==> src/rtl/fp32_div_seq_pkg.sv <==
// Shared binary32 constants, field accessors and divider FSM states.
// Imported by the divider top and by the special-operand classifier.
package fp32_div_seq_pkg;

   localparam int          WIDTH    = 32;
   localparam int          QBITS    = 26;
   localparam logic [7:0]  EXP_BIAS = 8'd127;
   localparam logic [31:0] QNAN     = 32'h7FC0_0000;
   localparam logic [31:0] POS_INF  = 32'h7F80_0000;

   typedef enum logic [1:0] {
      IDLE   = 2'd0,
      DIVIDE = 2'd1,
      ROUND  = 2'd2,
      DONE   = 2'd3
   } state_t;

   function automatic logic fp_sign(input logic [31:0] x);
      return x[31];
   endfunction

   function automatic logic [7:0] fp_exp(input logic [31:0] x);
      return x[30:23];
   endfunction

   function automatic logic [22:0] fp_frac(input logic [22:0] x);
      return x;
   endfunction

endpackage

==> src/rtl/fp32_special_detect.sv <==
// Combinational classifier for a binary32 operand pair (denormals read as zero).
// Flags operand pairs whose quotient is fixed by IEEE rules and supplies that word.
module fp32_special_detect
   import fp32_div_seq_pkg::*;
(
   input  logic [31:0] a,
   input  logic [31:0] b,
   output logic        special,
   output logic [31:0] result
);

   logic sign;
   logic a_zero, a_inf, a_nan;
   logic b_zero, b_inf, b_nan;

   always_comb begin
      sign   = fp_sign(a) ^ fp_sign(b);
      a_zero = (fp_exp(a) == 8'h00);
      b_zero = (fp_exp(b) == 8'h00);
      a_inf  = (fp_exp(a) == 8'hFF) && (fp_frac(a[22:0]) == 23'd0);
      b_inf  = (fp_exp(b) == 8'hFF) && (fp_frac(b[22:0]) == 23'd0);
      a_nan  = (fp_exp(a) == 8'hFF) && (fp_frac(a[22:0]) != 23'd0);
      b_nan  = (fp_exp(b) == 8'hFF) && (fp_frac(b[22:0]) != 23'd0);

      special = 1'b1;
      result  = QNAN;
      // Earlier branches win: NaN-producing cases must beat the x/0 infinity.
      if (a_nan || b_nan || (a_zero && b_zero) || (a_inf && b_inf)) begin
         result = QNAN;
      end else if (b_zero || a_inf) begin
         result = POS_INF | {sign, 31'd0};
      end else if (a_zero || b_inf) begin
         result = {sign, 31'd0};
      end else begin
         special = 1'b0;
         result  = 32'd0;
      end
   end

endmodule

==> src/rtl/fp32_div_seq.sv <==
// Iterative binary32 divider: one restoring quotient bit per falling edge,
// then a single round-to-nearest-even step; valid/ready on both sides.
module fp32_div_seq
   import fp32_div_seq_pkg::*;
(
   input  logic        clk_n,
   input  logic        rst_n,
   input  logic        in_valid,
   output logic        in_ready,
   input  logic [31:0] A,
   input  logic [31:0] B,
   output logic        out_valid,
   input  logic        out_ready,
   output logic [31:0] Result
);

   // Handshake: a transfer happens on the falling edge where valid and ready
   // are both high; out_valid/Result then hold until out_ready is seen high.

   state_t            state;
   logic [4:0]        cnt;
   logic [24:0]       rem;
   logic [25:0]       q;
   logic [23:0]       mb;
   logic signed [9:0] exp_r;
   logic              sign_r;

   logic              special;
   logic [31:0]       special_result;

   fp32_special_detect u_special (
      .a       (A),
      .b       (B),
      .special (special),
      .result  (special_result)
   );

   logic signed [9:0] exp_start;
   logic              rem_ge;
   logic [24:0]       rem_diff;
   logic              norm;
   logic [23:0]       mant_pre;
   logic              guard, rnd, sticky, round_up;
   logic [24:0]       mant_sum;
   logic signed [9:0] exp_norm, exp_fin;
   logic [22:0]       frac_fin;
   logic [31:0]       packed_result;

   always_comb begin
      exp_start = $signed({2'b00, fp_exp(A)}) - $signed({2'b00, fp_exp(B)})
                + $signed({2'b00, EXP_BIAS});
      rem_ge    = (rem >= {1'b0, mb});
      rem_diff  = rem - {1'b0, mb};

      // A leading zero quotient bit means ma < mb: realign by one position.
      norm     = q[25];
      mant_pre = norm ? q[25:2] : q[24:1];
      guard    = norm ? q[1] : q[0];
      rnd      = norm ? q[0] : 1'b0;
      sticky   = |rem;
      exp_norm = norm ? exp_r : exp_r - 10'sd1;

      round_up = guard & (rnd | sticky | mant_pre[0]);
      mant_sum = {1'b0, mant_pre} + {24'd0, round_up};
      exp_fin  = mant_sum[24] ? exp_norm + 10'sd1 : exp_norm;
      frac_fin = mant_sum[24] ? mant_sum[23:1] : mant_sum[22:0];

      if (exp_fin >= 10'sd255) begin
         packed_result = {sign_r, 8'hFF, 23'd0};
      end else if (exp_fin <= 10'sd0) begin
         packed_result = {sign_r, 31'd0};
      end else begin
         packed_result = {sign_r, exp_fin[7:0], frac_fin};
      end
   end

   always_ff @(negedge clk_n or negedge rst_n) begin
      if (!rst_n) begin
         state     <= IDLE;
         in_ready  <= 1'b1;
         out_valid <= 1'b0;
         Result    <= 32'd0;
         cnt       <= 5'd0;
         rem       <= 25'd0;
         q         <= 26'd0;
         mb        <= 24'd0;
         exp_r     <= 10'sd0;
         sign_r    <= 1'b0;
      end else begin
         case (state)
            IDLE: begin
               if (in_valid) begin
                  in_ready <= 1'b0;
                  if (special) begin
                     Result    <= special_result;
                     out_valid <= 1'b1;
                     state     <= DONE;
                  end else begin
                     rem    <= {2'b01, A[22:0]};
                     mb     <= {1'b1, B[22:0]};
                     q      <= 26'd0;
                     exp_r  <= exp_start;
                     sign_r <= A[31] ^ B[31];
                     cnt    <= 5'(QBITS - 1);
                     state  <= DIVIDE;
                  end
               end
            end
            DIVIDE: begin
               if (rem_ge) begin
                  rem <= {rem_diff[23:0], 1'b0};
                  q   <= {q[24:0], 1'b1};
               end else begin
                  rem <= {rem[23:0], 1'b0};
                  q   <= {q[24:0], 1'b0};
               end
               cnt <= cnt - 5'd1;
               if (cnt == 5'd0) begin
                  state <= ROUND;
               end
            end
            ROUND: begin
               Result    <= packed_result;
               out_valid <= 1'b1;
               state     <= DONE;
            end
            DONE: begin
               if (out_ready) begin
                  out_valid <= 1'b0;
                  in_ready  <= 1'b1;
                  state     <= IDLE;
               end
            end
            default: begin
               state     <= IDLE;
               in_ready  <= 1'b1;
               out_valid <= 1'b0;
            end
         endcase
      end
   end

endmodule

==> config.mk <==
export PLATFORM = sky130hd
export DESIGN_NAME = fp32_div_seq
export DESIGN_NICKNAME = d
export VERILOG_FILES = /design/src/rtl/fp32_div_seq_pkg.sv /design/src/rtl/fp32_special_detect.sv /design/src/rtl/fp32_div_seq.sv
export SDC_FILE = /design/constraint.sdc
export NUM_CORES = 1
export LEC_CHECK = 0
export BUFFER_PORTS_ARGS = -buffer_cell sky130_fd_sc_hd__buf_2
export CAP_MARGIN = 30
export CORE_UTILIZATION = 54
export DETAILED_ROUTE_END_ITERATION = 6
export PLACE_DENSITY = 0.77
export SYNTH_ARGS = -nofsm -noshare
export SYNTH_HDL_FRONTEND = slang
export SYNTH_SLANG_ARGS = --single-unit
export TNS_END_PERCENT = 5
==> constraint.sdc <==
create_clock -name clk_n -period 5.1 [get_ports clk_n]
set_clock_uncertainty 0.2 [all_clocks]
set_input_delay 0.255 -clock clk_n [delete_from_list [all_inputs] [get_ports clk_n]]
set_output_delay 0.255 -clock clk_n [all_outputs]
set_load 0.01 [all_outputs]
Word level (Yosys, flattened, before mapping) --
Cells that the tools add are included.
Cells by class: add/sub/neg operators 7, multipliers 0, div/mod/pow operators 0, magnitude comparators 3, equality and inequality tests 10, shift-type cells 0, multiplexer cells 40, bitwise operators 5, reduce and logical (&&, ||, !) cells 30
Operator list (count):
- 2-to-1 mux 32 bit | 5
- 2-to-1 mux 25 bit | 3
- one-hot mux 32 bit (2 select lines) | 1
- 2-to-1 mux 31 bit | 2
- 2-to-1 mux 26 bit | 2
- one-hot mux 26 bit (2 select lines) | 1
- one-hot mux 25 bit (2 select lines) | 1
- logical NOT 23 bit | 2
- nonzero test 23 bit | 2
- adder 24 x 1 -> 25 bit | 1
- greater-or-equal comparator 25 x 24 -> 1 bit | 1
- OR reduction 25 bit | 1
- 2-to-1 mux 24 bit | 1
- subtractor 24 bit | 1
- 2-to-1 mux 23 bit | 1
- 2-to-1 mux 10 bit | 2
- equality test 8 bit, second input constant | 2
- logical NOT 8 bit | 2
- AND reduction 3 bit | 5
- 2-to-1 mux 1 bit | 11
- adder 10 x 2 -> 10 bit, second input constant | 1
- adder 9 x 8 -> 10 bit, second input constant | 1
- greater-or-equal comparator 10 x 9 -> 1 bit, second input constant | 1
- <= comparator 10 x 1 -> 1 bit, second input constant | 1
- other kinds (23) | 44
Storage, ports and cells: bits in registers 127, latch bits 0, RAM bits 0, memory bits (read-only) 0, output and inout port bits 34, logic and storage cells 105, memories 0

Depth between registers and ports, before layout --
word-level depth 10, mapped depth 20, depth with buffers taken out 13

Cells and area by module --
A second synthesis with hierarchy kept.
Unflattened totals: cells, all modules 1167, area total of the unflattened synthesis 9899.5 µm²
By module, submodules not included:
- fp32_div_seq | times used 1, cells each 1095, area each 9419.0 µm²
- fp32_special_detect | times used 1, cells each 72, area each 480.5 µm²

==> out/metrics.cfg <==
[status]
outcome=finished clean

[placement]
gp_congestion=0.944
dp_slack_ns=-0.201
dpl_cell_area_sq_um=10000
placed_cells=1412
portBuffers=101
dp_hpwl_mm=17.5

[timing]
slew_headroom_pct=47.1
setup_slack_ns=0.248
tightestPinTransition_ns=0.787
hold_viol=0
rsz0062_at_grt=no
setup_viol=0
slew_violations=0

[critical_path]
r2r_setup_slack_ns=0.88
crit_required_ns=2.59
timing.rr.end=Result[1]
critPathLaunch=A[23]
end_kind=flip-flop
critPathMaxFanout=3
critPathCapture=exp_r[8]
critPathArrivalTime_ns=2.35
rr_startpoint=q[0]
r2r_cells=13
critPathKind=in -> reg
crit_path_start_kind=input port

[cts]
cts_tree=yes
clk_latency_ns=0.40
cts-resized-gates=0
root_buffer=clkbuf_16
h-tree-depth=4
cts_setup_buffers=0
clk_pin_slew_ns=0.04
cts_buffers=17
holdBufCountCts=0
clock_tree.buffer_depth=2
cts_sinks=127

[finish]
final_common_cell=nand2_1
area_growth_pct=15.6
antennaDiodeCount=0
layout-drive-gt1-share_pct=16.5
nNetsFinal=1323
final_cells=1443
fin_area_sq_um=10600
layout_common_cells=nand2_1 (161), dfrtn_1 (126), o21ai_0 (116), buf_2 (100), nor2_1 (68)

[die]
fp.dieH_microns=132
io_pins=102
rows=47
coreArea_sq_um=16600
die_area_sq_um=17500
start_util_pct=55.4
die-width_microns=132

[synthesis]
synth-simple-area-share_pct=23.0
synth_sequential_area_ratio_pct=34.6
postSynth.asyncResetShare_pct=100
avgSynthCellArea_sq_um=8.25
syn_area_sq_um=9190
synth_compound_area_share_pct=19.4
synth_seq_cells=127
synth_cell_types=76
muxShareOfSynthArea_pct=3.86
synth-edff-count=0
synth_nets=1225
synth_top_family_by_area=simple AND/OR/NAND/NOR gates
synth_ff_type=dfrtn_1
syn-instance-count=1113
ys_warn_count=0
synth-adder-area-share_pct=6.16
synthXorXnorAreaFrac_pct=7.89

[hold_path]
hold_path.class=reg -> reg

[routing]
routed_wl_mm=23.4
drtPass1Iterations=5
vias=8529
viasPerCell=5.91
antenna_left=0
drc_errors=0
post_drt_wl_per_cell_microns=16.2
drt-initial-drc-count=553

[global_route]
grt.total_usage_pct=28.0
grt_max_degree=66
antenna_found_initial=0
grt_first_pass_wirelength_mm=39.8
grt_overflow=0
grt_pass1_vias=8144

[power]
internal-power_w=0.00354
switching_share_pct=45.3
peakVddDrop_v=0.000513
switchingPower_w=0.00293
power.total_w=0.00646
p_leak_nw=4.70
pwr-share-comb_pct=56.3
p_clk_share_pct=18.6
p_seq_share_pct=25.1
power.density_nw_per_um2=609

[run]
drv_cap=0

[final cells by class]
cell class	instances	area [sq um]
Clock buffer	18	439
Clock inverter	14	141
Fill cell	1424	5960
Inverter	55	206
Multi-Input combinational cell	870	5560
Sequential cell	127	3180
Tap cell	220	275
Timing Repair Buffer	139	818
[power groups by stage]
stage | Combinational (W) | Clock, W | Sequential (W)
after floorplan | 0.00271 | 0.00000245 | 0.00156
after global placement | 0.00347 | 0.00000245 | 0.00162
after detailed placement | 0.00356 | 0.00000245 | 0.00163
after CTS | 0.00360 | 0.00121 | 0.00162
after global routing | 0.00406 | 0.00127 | 0.00166
final | 0.00364 | 0.00120 | 0.00162
[synthesized netlist by cell type, types with 3 or more instances]
cell type | count | area share (%)
nand3_1 | 32 | 1.7
ha_1 | 42 | 5.7
dfrtn_1 | 126 | 34
nor3b_1 | 4 | 0.33
clkbuf_1 | 43 | 1.8
o21ai_0 | 116 | 6.3
o22ai_1 | 3 | 0.20
and2_1 | 6 | 0.41
or2_2 | 7 | 0.48
inv_1 | 55 | 2.2
and3_1 | 21 | 1.4
or3_1 | 10 | 0.68
nor3_1 | 29 | 1.6
mux2i_1 | 32 | 3.5
o31ai_1 | 15 | 1.2
buf_2 | 4 | 0.22
mux2_2 | 3 | 0.37
nor2_1 | 69 | 2.8
and4_1 | 5 | 0.48
o21bai_1 | 3 | 0.25
o211ai_1 | 4 | 0.33
nor4_1 | 27 | 1.8
xor2_1 | 30 | 2.9
or4_1 | 3 | 0.25
nand4_1 | 14 | 0.95
buf_6 | 3 | 0.37
xnor2_1 | 49 | 4.7
a211oi_1 | 7 | 0.57
buf_1 | 10 | 0.41
a21oi_1 | 68 | 3.7
a31oi_1 | 6 | 0.41
nand2_1 | 161 | 6.6
a21o_1 | 15 | 1.2
a32o_1 | 10 | 1.1
nand2b_1 | 10 | 0.68
a22o_1 | 11 | 1.0
nor2b_1 | 11 | 0.75
[critical path, stage by stage]
cell     delay [ns]
buf_2          0.10
inv_1          0.05
ha_1           0.16
inv_1          0.05
fa_1           0.37
a21o_1         0.19
a21oi_1        0.21
xnor2_1        0.12
a21oi_1        0.15
o21ai_0        0.18
o31ai_1        0.27
xnor2_1        0.16
a21oi_1        0.08
[registers in the layout, summed over array words and instances, names as in the netlist]
register and flops:
Result 32, cnt 5, exp_r 10, in_ready 1
mb 24, out_valid 1, q 26, rem 25
sign_r 1, state 2
[per-stage QoR]
| stage | hold slack (ns) | setup TNS (ns) | util, % |
|---|---|---|---|
| 5_1_grt | 0.250 | 0 | 64.0 |
| 3_5_place_dp | 0.225 | -0.616 | 60.5 |
| 6_report | 0.223 | 0 | 64.0 |
| 2_1_floorplan | 0.178 | 0 | - |
| 4_1_cts | 0.226 | 0 | 64.0 |
| 3_3_place_gp | 0.192 | -0.340 | 60.5 |
[worst min path at each step]
stage	startpoint	end	slack [ns]	cells past startpoint
2_1_floorplan	mb[23]	mb[23]	0.18	2
3_3_place_gp	mb[23]	mb[23]	0.19	2
3_5_place_dp	mb[23]	mb[23]	0.22	2
4_1_cts	mb[23]	mb[23]	0.23	2
5_1_grt	Result[0]	Result[0]	0.25	2
6_report	mb[23]	mb[23]	0.22	2
[cell families after synthesis]
kind of cell,Yosys count
AO/OA/AOI/OAI,286
multiplexers,35
buffers and inverters,116
flip-flops,127
adder cells (fa/ha/maj),44
AND/OR/NAND/NOR,424
XOR/XNOR,81
[per-layer routing]
metal / GRT usage, % / share of wire (%) / vias up
met3: 4.71 / 5.7 / 40
li1: - / - / 4166
met5: 0 / 0 / -
met2: 46.5 / 48 / 293
met1: 37.1 / 44 / 4030
met4: 9.71 / 2.3 / 0
Power figures use the tool's default switching activity.
